File: src/rtl/pipe_seg_adder.sv
// rtl/pipe_seg_adder.sv - pipelined segmented ripple-carry adder/subtractor, one SEG-bit slice per stage
// Optional signed overflow output enabled by PIPE_SEG_ADDER_OVF_EN.
module pipe_seg_adder #(
  parameter int WIDTH  = 48,
  parameter int STAGES = 4
) (
  input  logic             clk,
  input  logic             rst_n,
  input  logic             in_valid,
  output logic             in_ready,
  input  logic [WIDTH-1:0] a,
  input  logic [WIDTH-1:0] b,
  input  logic             cin,
  input  logic             sub,
  output logic             out_valid,
  input  logic             out_ready,
  output logic [WIDTH-1:0] sum,
  output logic             cout,
  output logic             ovf
);
  localparam int SEG = WIDTH / STAGES;

  logic             adv;
  logic [WIDTH-1:0] b_cond;

  assign adv      = !out_valid || out_ready;
  assign in_ready = adv;
  assign b_cond   = sub ? ~b : b;

  // Stage k owns result bits [k*SEG +: SEG]; operand bits below that are already consumed
  for (genvar k = 0; k < STAGES; k++) begin : g_stage
    localparam int SW = WIDTH - k * SEG;
    localparam int LW = (k + 1) * SEG;

    logic [SW-1:0]  src_a;
    logic [SW-1:0]  src_b;
    logic           src_c;
    logic           src_v;
    logic [SEG:0]   seg_sum;
    logic [LW-1:0]  lo_d;
    logic [LW-1:0]  lo_q;
    logic           c_q;
    logic           v_q;

    if (k == 0) begin : g_in
      assign src_a = a;
      assign src_b = b_cond;
      assign src_c = sub | cin;
      assign src_v = in_valid && in_ready;
    end else begin : g_in
      assign src_a = g_stage[k-1].g_ops.a_q;
      assign src_b = g_stage[k-1].g_ops.b_q;
      assign src_c = g_stage[k-1].c_q;
      assign src_v = g_stage[k-1].v_q;
    end

    assign seg_sum = {1'b0, src_a[SEG-1:0]} + {1'b0, src_b[SEG-1:0]} + {{SEG{1'b0}}, src_c};

    if (k == 0) begin : g_lo
      assign lo_d = seg_sum[SEG-1:0];
    end else begin : g_lo
      assign lo_d = {seg_sum[SEG-1:0], g_stage[k-1].lo_q};
    end

    always_ff @(posedge clk or negedge rst_n) begin
      if (!rst_n) begin
        lo_q <= '0;
        c_q  <= 1'b0;
        v_q  <= 1'b0;
      end else if (adv) begin
        lo_q <= lo_d;
        c_q  <= seg_sum[SEG];
        v_q  <= src_v;
      end
    end

    if (k < STAGES - 1) begin : g_ops
      logic [SW-SEG-1:0] a_q;
      logic [SW-SEG-1:0] b_q;

      always_ff @(posedge clk or negedge rst_n) begin
        if (!rst_n) begin
          a_q <= '0;
          b_q <= '0;
        end else if (adv) begin
          a_q <= src_a[SW-1:SEG];
          b_q <= src_b[SW-1:SEG];
        end
      end
    end
  end

  assign sum       = g_stage[STAGES-1].lo_q;
  assign cout      = g_stage[STAGES-1].c_q;
  assign out_valid = g_stage[STAGES-1].v_q;

`ifdef PIPE_SEG_ADDER_OVF_EN
  logic ovf_q;
  logic a_msb;
  logic b_msb;
  logic s_msb;

  // The operand MSBs ride in the last stage's operand window, so no extra tracking is needed
  assign a_msb = g_stage[STAGES-1].src_a[SEG-1];
  assign b_msb = g_stage[STAGES-1].src_b[SEG-1];
  assign s_msb = g_stage[STAGES-1].seg_sum[SEG-1];

  always_ff @(posedge clk or negedge rst_n) begin
    if (!rst_n) begin
      ovf_q <= 1'b0;
    end else if (adv) begin
      ovf_q <= (a_msb == b_msb) && (s_msb != a_msb);
    end
  end

  assign ovf = ovf_q;
`else
  assign ovf = 1'b0;
`endif

endmodule

File: config.mk
export PLATFORM = sky130hd
export DESIGN_NAME = pipe_seg_adder
export DESIGN_NICKNAME = d
export VERILOG_FILES = /design/src/rtl/pipe_seg_adder.sv
export SDC_FILE = /design/constraint.sdc
export NUM_CORES = 1
export LEC_CHECK = 0
export CAP_MARGIN = 15
export CORE_MARGIN = 5
export CORE_UTILIZATION = 40
export DETAILED_ROUTE_END_ITERATION = 16
export SLEW_MARGIN = 20
export SYNTH_ARGS = -nofsm -noshare
export SYNTH_HDL_FRONTEND = slang
export SYNTH_SLANG_ARGS = --single-unit
File: constraint.sdc
create_clock -name clk -period 2.2 [get_ports clk]
set_clock_uncertainty 0.2 [all_clocks]
set_input_delay 0.33 -clock clk [delete_from_list [all_inputs] [get_ports clk]]
set_output_delay 0.33 -clock clk [all_outputs]
set_load 0.05 [all_outputs]
# After elaboration in Yosys (flattened, before gate mapping)
# Cells that the tools add are included.
word_totals:
  reg_bits: 272
  in_bits: 102
  word_cells: 32
  mem_count: 0
  ramBits: 0
  latch_bits: 0
  romBits: 0
op_classes:
  n_reduce_logical: 3
  bitwise: 2
  mux: 1
  n_addsub: 8
  n_eq_ne: 0
  n_mul: 0
  order_cmp: 0
  div_mod_pow: 0
  shifts: 0
op_table:
  columns: ["cell", "n"]
  rows:
  - ["12-bit by 12-bit adder with 13-bit output", 4]
  - ["13-bit by 1-bit adder with 13-bit output", 4]
  - ["48-bit 2-to-1 mux", 1]
  - ["48-bit inverter", 1]
  - ["1-bit logical AND", 1]
  - ["1-bit logical NOT", 1]
  - ["1-bit logical OR", 1]
  - ["1-bit OR", 1]

# Logic depth before layout (Yosys ltp)
# Gate-level depths: netlist (run 1).
depth:
  depth_word: 4
  depth_mapped: 12

# Worst setup path after synthesis (run 1)
# OpenSTA, ideal clock, no wires.
synth_timing:
  path_kind: "in2reg"
  from: "input port sub"
  to: "register g_stage[0].lo_q[10]"
  required_ps: 1914
  setup_ps: 86
  arrival_ps: 2653
  stages: 12
  path_buffers: 3
  slack_ps: -739
  cell_sequence: "clkbuf_1 -> buf_2 -> buf_2 -> xor2_1 -> fa_1 -> inv_1 -> fa_1 -> nand2b_1 -> a21oi_1 -> o211ai_1 -> and3_1 -> nor3_1"
synth_between:
  elab_chain_len: 3
synth_rtl:
  columns: ["element", "line", "rtl"]
  rows:
  - ["start: declaration", "14", "input logic sub,"]
  - ["48-bit 2-to-1 mux", "28", "assign b_cond = sub ? ~b : b;"]
  - ["12-bit by 12-bit adder with 13-bit output", "57", "assign seg_sum = {1'b0, src_a[SEG-1:0]} + {1'b0, src_b[SEG-1:0]} + {{SEG{1'b0}}, src_c};"]
  - ["13-bit by 1-bit adder with 13-bit output *", "57", null]
  - ["end signal: assignment", "71", "lo_q <= lo_d;"]
  - ["end: declaration", "41", "logic [LW-1:0] lo_q;"]
# Every way passes the cells marked *; elsewhere a longest branch is shown, timed or not.
# A chain may end at the register's enable or synchronous reset.

# Final worst setup path (run 1)
layout_timing:
  from: "register g_stage[1].c_q"
  to: "register g_stage[2].lo_q[32]"
layout_between:
  elab_chain_len: 1
layout_rtl:
  columns: ["element", "line", "rtl"]
  rows:
  - ["start: declaration", "42", "logic c_q;"]
  - ["start signal: assignment", "72", "c_q <= seg_sum[SEG];"]
  - ["13-bit by 1-bit adder with 13-bit output", "57", null]
  - ["end signal: assignment", "71", null]
  - ["end: declaration", "41", null]
# Every way passes these cells.

==> results list, run 1 <==
* Number of enable flip-flop cells after synthesis: 0
* List of cells traversed by the critical path: fa_2, fa_2, a21oi_2, o211ai_1, a21boi_1, xnor2_1, mux2_4
- The first global-routing pass estimated 47.8 mm of wire.
- Antenna violations before repair: 2
- Post-route worst setup slack: -148 ps
* Highest metal layer used by the detailed router: met5
- Ranked by total cell area, the synthesized netlist is headed by dfrtp_1 54%, nand2_1 19%, ha_1 4.4%.
- Clock period minus final worst setup slack: approximately 2300 ps
- Met3 wire length: between 1 and 1.5 mm
* Prevailing post-synth register cell: dfrtp_1
- The most numerous cell type found on the critical path is fa_2.
- The worst setup path is launched from a register.
* Commonest cells in the netlist: 644 x nand2_1, 272 x dfrtp_1, 62 x o21ai_0
- CTS tree: done
* Initial core utilization: between 40% and 50%
* Slack of the worst reg-to-reg path: -150 ps
- For this block, wires on met1 add up to ~14 mm.
- Average cell area after synthesis: approximately 9.0 sq um
- In this run the critical register-to-register path is launched from g_stage[1].c_q.
* Worst r2r path cells: 7
- Power per Cell Area: between 1500 and 2000 nW/um^2
- Layout net count: between 1500 and 2000
* Violation count after the first detailed-route iteration: approximately 600
- Of the available clock period, the critical path in the final layout requires 107%.
- Reported leakage power: about 0.0079 uW
- Port Buffers: roughly 150
- In this run, flip-flops and latches consume a little over a third of the power.
* Length of routed met2 wiring: approximately 13 mm
- Gr usage total: around 16%
* NetSw: 9840 uW
- Across the run, the number of max-cap violations was 0.
* Worst slew margin relative to its limit: roughly 63%
- Share of post-route cells with drive strength above 1: roughly 11%
* Gate Count Post-Synth: ~1400
- Total of warnings raised by yosys: 0
- Number of ports placed on the die boundary: 154
- Critical Path Max Stage Delay: about 420 ps
- Routed len/inst: about 14 um
* Most frequently used cell type in the post-synthesis netlist: nand2_1
- Growth of design area from synthesis to finish: 28.0%
- Chip Width: roughly 190 um
* Net count after synthesis: between 1500 and 2000
* Clock latency on the worst-skew pair: 550 ps
- Total clock sinks: between 200 and 300
- In this run the critical register-to-register path is captured at g_stage[2].lo_q[32].
- Among all stages on the critical path, the largest delay is contributed by fa_2.
* Total negative setup slack: -907 ps
- The share of total power dissipated in the clock network is between 20% and 30%.
- Number of pins exceeding their max-slew limit in the final report: 0
* Detailed-router iteration count before antenna repair: 4
* Core Box Area: ~31000 sq um
- Flip-flop and latch count after synthesis: about 270
* Internal Pwr Total: 14600 uW
- Setup repair after global routing missed its margin: yes
- The initialized floorplan defines between 60 and 70 standard-cell rows.
- The die covers 35100 sq um.
- The min-delay analysis places its worst path in the category in -> async.
- Critical Path End Type: register
* Required time at the worst-slack endpoint: approximately 2400 ps
- After synthesis, the share of flip-flops with an asynchronous set or reset is 100%.
* Chip Height: 187 um
* Pin count of the biggest net entering global routing: between 100 and 150
* Synth cell types: between 60 and 70
- Final HPWL DP: ~19 mm
* Vias in the first global route: roughly 9600
- The total count of hold-check failures in the final report was 0.
* Violated checks: negative setup slack
- In the routed design, unresolved DRC markers number 0.
* Data arrival at the endpoint of the critical path: 2580 ps
* Residual overflow from global routing: 0
* Worst setup path category: reg -> reg
- The longest clock path from root to sink contains 3 buffers.
* Via count normalized by instance count: roughly 4.7
- Of all nets on the critical path, the largest fanout is 3.
* Post-synth top area cell: dfrtp_1
* Number of nets still failing antenna checks after routing: 0
- Clock-pin slew was measured on the worst setup and hold paths at 60 ps.
- Measured slew at the worst slew-check pin: around 560 ps
- The final route contains about 9500 vias.
- Switching fraction of total power: approximately two fifths
- In this run the clock root is driven by a clkbuf_16.
- Final number of setup-violating endpoints: 12
- Achievable Freq: between 0.4 and 0.5 GHz
- The share of total power dissipated in combinational logic is 44.5%.
* Outcome: finished, violations left
- Number of H-tree branching levels: 1
- The worst-case IR drop observed on VDD is slightly above 0.7 mV.
* Fraction of the yosys area taken by sequential cells: 54.1%
- After synthesis, the largest area contributor takes up 54.1% of total cell area.
- Num CTS Buffers: 31
- At the end of routability-driven placement, the weighted congestion stood at 0.781.
- At the end of the flow the core is filled with cells to between 50% and 60%.
- Wire length after detailed routing: 27.6 mm
* Summed instance area of the synthesized netlist: 12600 sq um
- Total power of the final layout: ~24000 uW
## power groups by stage
stage,combinational (uW),sequential (uW),clock (uW)
detailed placement,10700,8640,0
CTS,10700,8560,5220
floorplan,6140,9850,0
finish,10900,8520,5060
global route,12200,8840,5440
global placement,10500,8570,0
## how the worst max path moves through the flow
stage | startpoint | to | slack (ps)
2_1_floorplan | sub | g_stage[0].c_q | -350
3_3_place_gp | b[0] | g_stage[0].lo_q[10] | -590
3_5_place_dp | b[0] | g_stage[0].lo_q[10] | -660
4_1_cts | g_stage[1].c_q | g_stage[2].lo_q[32] | -160
5_1_grt | g_stage[0].c_q | g_stage[1].lo_q[22] | -290
6_report | g_stage[1].c_q | g_stage[2].lo_q[32] | -150
## state kept, by name (all words and copies together), names as in the netlist
signal,flops
g_stage.lo_q,72
g_stage.g_ops.b_q,72
g_stage.c_q,3
g_stage.g_ops.a_q,72
g_stage.v_q,3
out_valid,1
cout,1
sum,48
## per-stage QoR
step	worst slack (ps)	hold WS (ps)	area (sq um)	std cells
6_report	-148	72.8	16100	2000
5_1_grt	-288	74.2	16100	2000
4_1_cts	-157	61.6	16000	1997
3_5_place_dp	-657	46.5	14900	1935
3_3_place_gp	-587	43.4	14900	1935
2_1_floorplan	-351	-166	12700	1392
## per-layer routing
| metal | vias up | global-route usage [%] |
|---|---|---|
| met4 | 2 | 3.22 |
| met3 | 35 | 2.69 |
| li1 | 4861 | - |
| met2 | 140 | 25.1 |
| met5 | - | 0 |
| met1 | 4425 | 23.0 |
## worst max-delay path: cells and delay by family (launching register included)
kind,cells,cell delay [ps]
adders and majority gates,2,780
muxes,1,260
xor gates and xnor gates,1,80
DFF,1,400
AOI/OAI and AO/OA,3,520
## timing repair
item | CTS | global route
hold endpoints to repair | 272 | 0
resized for setup | 69 | 22
gates cloned | 0 | 0
buffers inserted | 6 | 4
endpoints found under the setup margin | 65 | 21
pin swaps | 43 | 24
hold buffers | 1 | 0
## cells in the final DEF, fill, tap and decap left out, types with 31 or more instances in the layout
cell | synthesis | final
nand2_1 | 644 | 644
dfrtp_1 | 272 | 272
clkdlybuf4s50_1 | 0 | 97
buf_4 | 3 | 62
o21ai_0 | 62 | 52
xnor2_1 | 48 | 46
dlygate4sd2_1 | 0 | 46
a21oi_1 | 54 | 44
ha_1 | 44 | 44
nor2_1 | 33 | 33
clkbuf_16 | 0 | 31
## layout make-up
cell class / count / area [sq um]
Antenna cell: 1 / 2.50
Clock buffer: 46 / 912
Clock inverter: 9 / 101
Fill cell: 2944 / 15200
Inverter: 8 / 37.5
Multi-Input combinational cell: 1041 / 5630
Sequential cell: 272 / 6810
Tap cell: 402 / 503
Timing Repair Buffer: 221 / 2120
## logic make-up after synthesis
| kind of cell | Yosys count | share of synthesized area [%] |
|---|---|---|
| mux | 3 | 0.249 |
| other cells | 1 | 0.0298 |
| xor+xnor | 79 | 5.50 |
| simple gates | 725 | 22.5 |
| flops | 272 | 54.1 |
| compound gates | 181 | 8.99 |
| fa+ha+maj | 52 | 5.65 |
| buf+inv | 79 | 2.99 |
(Power assumes the default switching activity.)
==> run 2, diff against run 1 <==
GPL_TIMING_DRIVEN = 0   (was unset)
==> results list, run 2 (same netlist as run 1, synthesis figures left out) <==
- Via count normalized by instance count: 4.87
* Violated checks: negative setup slack
- Clock slew seen by the registers of the worst setup and hold paths: roughly 60 ps
- The count of buffers added on input and output ports is 151.
- The number of antenna violations at the first check in global routing came to 0.
- The min-delay analysis places its worst path in the category in -> async.
- Across the VDD grid, the largest voltage drop is 0.662 mV.
* Wire length of the first global-routing pass: approximately 53 mm
- The tool flagged a number of max-cap violations equal to 0.
- Number of hold-slack violations in the final timing report: 0
- For this block, the initial DRC count from the detailed router was between 500 and 600.
- Final HPWL DP: about 24 mm
- Placed standard-cell area: around 15000 sq um
* Critical path buffer and inverter count: 0
- In this design, the critical path's most frequently occurring cell is fa_2.
* Maximum fanout along the worst path: 2
- Critical Path End Type: register
- Gr usage total: a little under a fifth
* Detailed-router iteration count before antenna repair: 5
* Measured slew at the worst slew-check pin: 585 ps
* Required time at the worst-slack endpoint: approximately 2400 ps
* Number of nets still failing antenna checks after routing: 0
- Largest registers ranked by flip-flop count: g_stage.g_ops.a_q x72, g_stage.g_ops.b_q x72, g_stage.lo_q x72
* Instance count after placement with tap cells included: roughly 2000
* Routed vias: a little under 10000
* Pin count of the biggest net entering global routing: 79
* Number of buffers on the longest clock path: 3
- After floorplanning, the core was sized to cover 31300 sq um.
- CTS tree: done
- Reported leakage power: 0.00801 uW
* Wire length after detailed routing: roughly 33 mm
- Power comes to about 24000 uW.
* Total clock sinks: approximately 270
* Residual overflow from global routing: 0
- STA classifies the critical path startpoint as a register.
- Timing would allow up to 0.411 GHz.
- Worst slew margin relative to its limit: 61.1%
* Power per Cell Area: around 1500 nW/um^2
* Outcome: finished, violations left
* Number of pins exceeding their max-slew limit in the final report: 0
* Full die area: between 30000 and 40000 sq um
- The smallest clock period supported by the final layout is computed as roughly 2400 ps.
- Final Wtd Congestion: approximately 0.89
* Slowest cell on crit path: fa_2
- Critical Path Max Stage Delay: 420 ps
- DRC violations left: 0
* Layout net count: ~1800
- Setup repair after global routing could not meet its margin everywhere.
- Num CTS Buffers: 30
- On the final layout, the worst hold slack is approximately 96 ps.
* Clock tree root buffer cell: clkbuf_16
* Number of ports placed on the die boundary: 154
- Routed len/inst: between 15 and 20 um
- Leaving out fill and tap cells, the most frequent cell in the layout is nand2_1.
- Worst setup path category: reg -> reg
* Post-route worst setup slack: -233 ps
- List of cells traversed by the critical path: fa_2, fa_2, a21oi_2, o211ai_1, a21boi_1, xnor2_1, mux2_4
- Fill cells: roughly 2900
- In this run the vertical extent of the chip is about 190 um.
* Growth of design area from synthesis to finish: 28.5%
* Final Cycle Share: 111%
- Most frequent cells in the layout: 644 x nand2_1, 272 x dfrtp_1, 97 x clkdlybuf4s50_1, 58 x o21ai_0, 52 x dlygate4sd2_1
- The repair_antennas step left the layout with diodes totalling 0.
- For this configuration, the core starts out at a cell density of approximately two fifths.
- The count of cells in the finished layout, fillers not included, comes to roughly 2000.
- Row Count: between 60 and 70
- The via count of the first global-routing pass is about 10000.
* Final number of setup-violating endpoints: 17
- Post-route cell area: 16200 sq um
- Clock latency on the worst-skew pair: approximately 560 ps
- Total negative setup slack: -1600 ps
- Chip Width: about 190 um
- Data arrives at the worst endpoint at roughly 2700 ps.
- Broken down by cell family, the worst path's largest delay share belongs to adder cells.
- Number of H-tree branching levels: 1
- In the final layout, the share of cells above drive strength 1 is about an eighth.
run 2: through the flow:
stage	worst slack (ps)	utilization [%]
2_1_floorplan	-351	-
3_3_place_gp	-11090	47.0
3_5_place_dp	-1250	47.2
4_1_cts	-176	50.7
5_1_grt	-304	51.6
6_report	-233	51.6
run 2: worst reg2reg max path, stage by stage, from the launching register on:
cell	delay [ps]
dfrtp_1	400
fa_2	420
fa_2	370
a21oi_2	190
o211ai_1	150
a21boi_1	200
xnor2_1	120
mux2_4	270
run 2: final cells by class:
cell class	instances	area, sq um	share of cell area (%)
Multi-Input combinational cell	1041	5560	34.4
Clock inverter	15	144	0.890
Clock buffer	40	828	5.12
Timing Repair Buffer	192	1870	11.5
Tap cell	402	503	3.11
Inverter	8	35.0	0.217
Sequential cell	272	6810	42.1
Buffer	68	427	2.64
run 2: timing repair:
item | 4_1_cts | 5_1_grt
endpoints found under the setup margin | 307 | 142
cloned | 0 | 2
hold endpoints to repair | 272 | 0
hold buffers | 1 | 0
gates resized for setup | 94 | 29
setup buffers | 12 | 23
pin swaps | 37 | 20
run 2: layer usage:
metal,part of all wire (%),track usage (%),routed length [um]
met5,0,0,0
met2,46,29.9,15400
met1,48,26.5,15800
met4,2.1,4.86,705
met3,3.9,2.63,1290
run 2: path summary, 6_finish.rpt:
kind,start,endpoint,slack [ps],cells after the start
max in group asynchronous,rst_n,g_stage[0].g_ops.a_q[27],950,3
min,rst_n,sum[21],100,2
min reg2reg,sum[8],sum[8],260,2
max,g_stage[1].c_q,g_stage[2].lo_q[32],-230,7
min in group clk,a[30],g_stage[0].g_ops.a_q[18],100,3
max reg2reg,g_stage[1].c_q,g_stage[2].lo_q[32],-230,7
run 2: power breakdown:
part	leakage (uW)	total (uW)	internal [uW]	switching (uW)
Combinational	0.00424	10900	4090	6850
Clock	0.000488	4910	2880	2030
Sequential	0.00328	8600	7250	1340
==> run 3, diff against run 2 <==
PLACE_DENSITY = 0.74   (was unset)
REMOVE_ABC_BUFFERS = 1   (was unset)
==> results list, run 3 (same netlist as run 1, synthesis figures left out) <==
- Number of buffers on the longest clock path: 3
- Clock tree root buffer cell: clkbuf_16
- Worst path top cell family by delay: adder cells
* Largest registers ranked by flip-flop count: g_stage.g_ops.a_q x72, g_stage.g_ops.b_q x72, g_stage.lo_q x72
- Entering global routing, the biggest net connects 100 pins.
* Startpoint of the tightest hold check path: sub
- List of cells traversed by the critical path: fa_2, fa_2, a21oi_2, o211ai_1, a21oi_2, xor2_1, a21oi_1
- Number of ports placed on the die boundary: 154
* Number of hold-slack violations in the final timing report: 0
- Leaving out fill and tap cells, the most frequent cell in the layout is nand2_1.
- After the flow finishes, the layout carries non-filler instances totaling about 2000.
- Row Count: 65
- Via count normalized by instance count: a little under 5
- In this run the top signal layer used is met4.
- Routed len/inst: ~15 um
* Wire length of the first global-routing pass: a little under 50 mm
* Maximum fanout along the worst path: 2
- Summing all placed instances gives a cell area of around 15000 sq um.
* CP startpoint: g_stage[0].g_ops.b_q[0]
* Growth of design area from synthesis to finish: 29.3%
* Share of post-route cells with drive strength above 1: a little over 10%
- The worst setup path is of the reg -> reg kind.
- In this design, the stage delay of the slowest critical-path cell is 430 ps.
- Outcome: finished, violations left
- Num CTS Buffers: 30
* DRC violations left: 0
* Reported leakage power: 0.00797 uW
* Setup repair after global routing missed its margin: yes
- Wire length after detailed routing: approximately 29 mm
- Final Wtd Congestion: approximately 0.78
- The library cells used most frequently in the layout, excluding fill and tap cells, are 644 x nand2_1, 272 x dfrtp_1, 97 x clkdlybuf4s50_1, 52 x dlygate4sd2_1, 51 x o21ai_0.
* Launch point of the worst reg-to-reg path: g_stage[0].g_ops.b_q[0]
- During placement, the flow inserted port buffers numbering 152.
- Measured against its own limit, the worst slew margin works out to approximately 60%.
- In the global route stage, overall resource usage came out at between 10% and 20%.
* Instance count after placement with tap cells included: between 1500 and 2000
- Measured slew at the worst slew-check pin: slightly above 600 ps
* Routed vias: 9716
- Violation count after the first detailed-route iteration: between 400 and 500
- Number of H-tree branching levels: 1
- Fill cells in the final layout number 2824.
* Critical Path End Type: register
* Detailed-router iteration count before antenna repair: 4
* Data arrival at the endpoint of the critical path: between 2000 and 3000 ps
- Total clock sinks: ~270
- Post-route worst setup slack: -188 ps
* Total power of the final layout: 25000 uW
- Category of the worst setup path launch point: register
- Clock-pin slew was measured on the worst setup and hold paths at around 60 ps.
- Required time at the worst-slack endpoint: ~2400 ps
* Antenna violations before repair: 1
- Clock latency on the worst-skew pair, taken at its later pin, is 540 ps.
- Worst hold path class: in -> reg
- Clock period minus final worst setup slack: about 2400 ps
* CTS tree: done
* Final number of setup-violating endpoints: 18
- Chip Height: 187 um
- The die is 187 um wide.
* Achievable Freq: ~0.42 GHz
- In the final timing run, aggregate negative setup slack is -1290 ps.
- Vias in the first global route: 9743
- Summed over all nets, wire length on met2 after detailed routing comes to approximately 14 mm.
- Core Box Area: roughly 31000 sq um
- Number of nets still failing antenna checks after routing: 0
* Final HPWL DP: 17.5 mm
- Max-capacitance violation count: 0
* Peak supply drop: ~0.55 mV
- Fin Hold WS: roughly 70 ps
* Residual overflow from global routing: 0
* Post-route cell area: between 15000 and 20000 sq um
* Initial core utilization: 40.2%
* Full die area: roughly 35000 sq um
- The max-slew violation count is 0.
- Violated checks: negative setup slack
- Layout net count: 1715
- Critical path buffer and inverter count: 0
- Met3 wire length: approximately 1.1 mm
- Final Cycle Share: 109%
- Among all stages on the critical path, the largest delay is contributed by fa_2.
- The detailed router put a total of around 13 mm of wire on met1.
- Dividing total power by cell area gives a power density of about 1500 nW/um^2.
## run 3: changes by cell type in the layout (fill, tap and decap cells not counted), moves of 3 or more
cell	before	now
buf_2	39	0
clkbuf_2	14	0
clkbuf_1	10	2
buf_4	37	30
o21ai_0	58	51
o21ai_1	7	13
bufbuf_16	0	5
inv_6	1	5
buf_16	4	7
clkinv_2	10	13
## run 3: worst register-to-register path: stages, from the launching register on
cell	delay [ps]
dfrtp_1	410
fa_2	430
fa_2	370
a21oi_2	180
o211ai_1	150
a21oi_2	250
xor2_1	190
a21oi_1	90
## run 3: layout make-up
type	count	area, sq um	area share (%)
tap	402	503	3.09
multi-input combinational	1041	5600	34.4
timing repair inverter	3	26.3	0.161
timing repair buffer	205	2240	13.7
inverter	8	56.3	0.346
sequential	272	6810	41.8
clock buffer	37	838	5.15
clock inverter	19	203	1.25
antenna	1	2.50	0.0154
## run 3: per-layer routing
layer | up-vias | track usage [%]
met3 | 54 | 2.44
met1 | 4644 | 21.5
met5 | - | 0
li1 | 4848 | -
met2 | 170 | 28.3
met4 | 0 | 4.23
## run 3: metrics by stage
step | util [%] | setup WS [ps]
finish | 52.0 | -188
global route | 52.0 | -320
CTS | 51.4 | -218
detailed placement | 46.7 | -1270
global placement | 45.6 | -23970
floorplan | - | -13310
## run 3: power by group
part           internal [uW]  total, uW  switching, uW
registers               7250       8460           1210
logic                   4490      11300           6840
clock network           3170       5210           2040
## run 3: final timing paths
check	end	slack [ps]	cells after the start
min in group asynchronous	g_stage[2].lo_q[23]	180	2
setup reg to reg	g_stage[1].lo_q[22]	-190	7
max in group asynchronous	g_stage[0].g_ops.b_q[34]	690	3
hold reg to reg	sum[31]	260	2
setup / recovery	g_stage[1].lo_q[22]	-190	7
hold / removal	g_stage[0].g_ops.b_q[24]	70	3
## run 3: timing repair
action | in CTS | in global routing
hold endpoints to repair | 81 | 0
hold buffers | 2 | 0
pin swaps | 47 | 29
gates resized for setup | 105 | 20
gates cloned | 8 | 2
buffers inserted | 19 | 16
endpoints found under the setup margin | 179 | 47
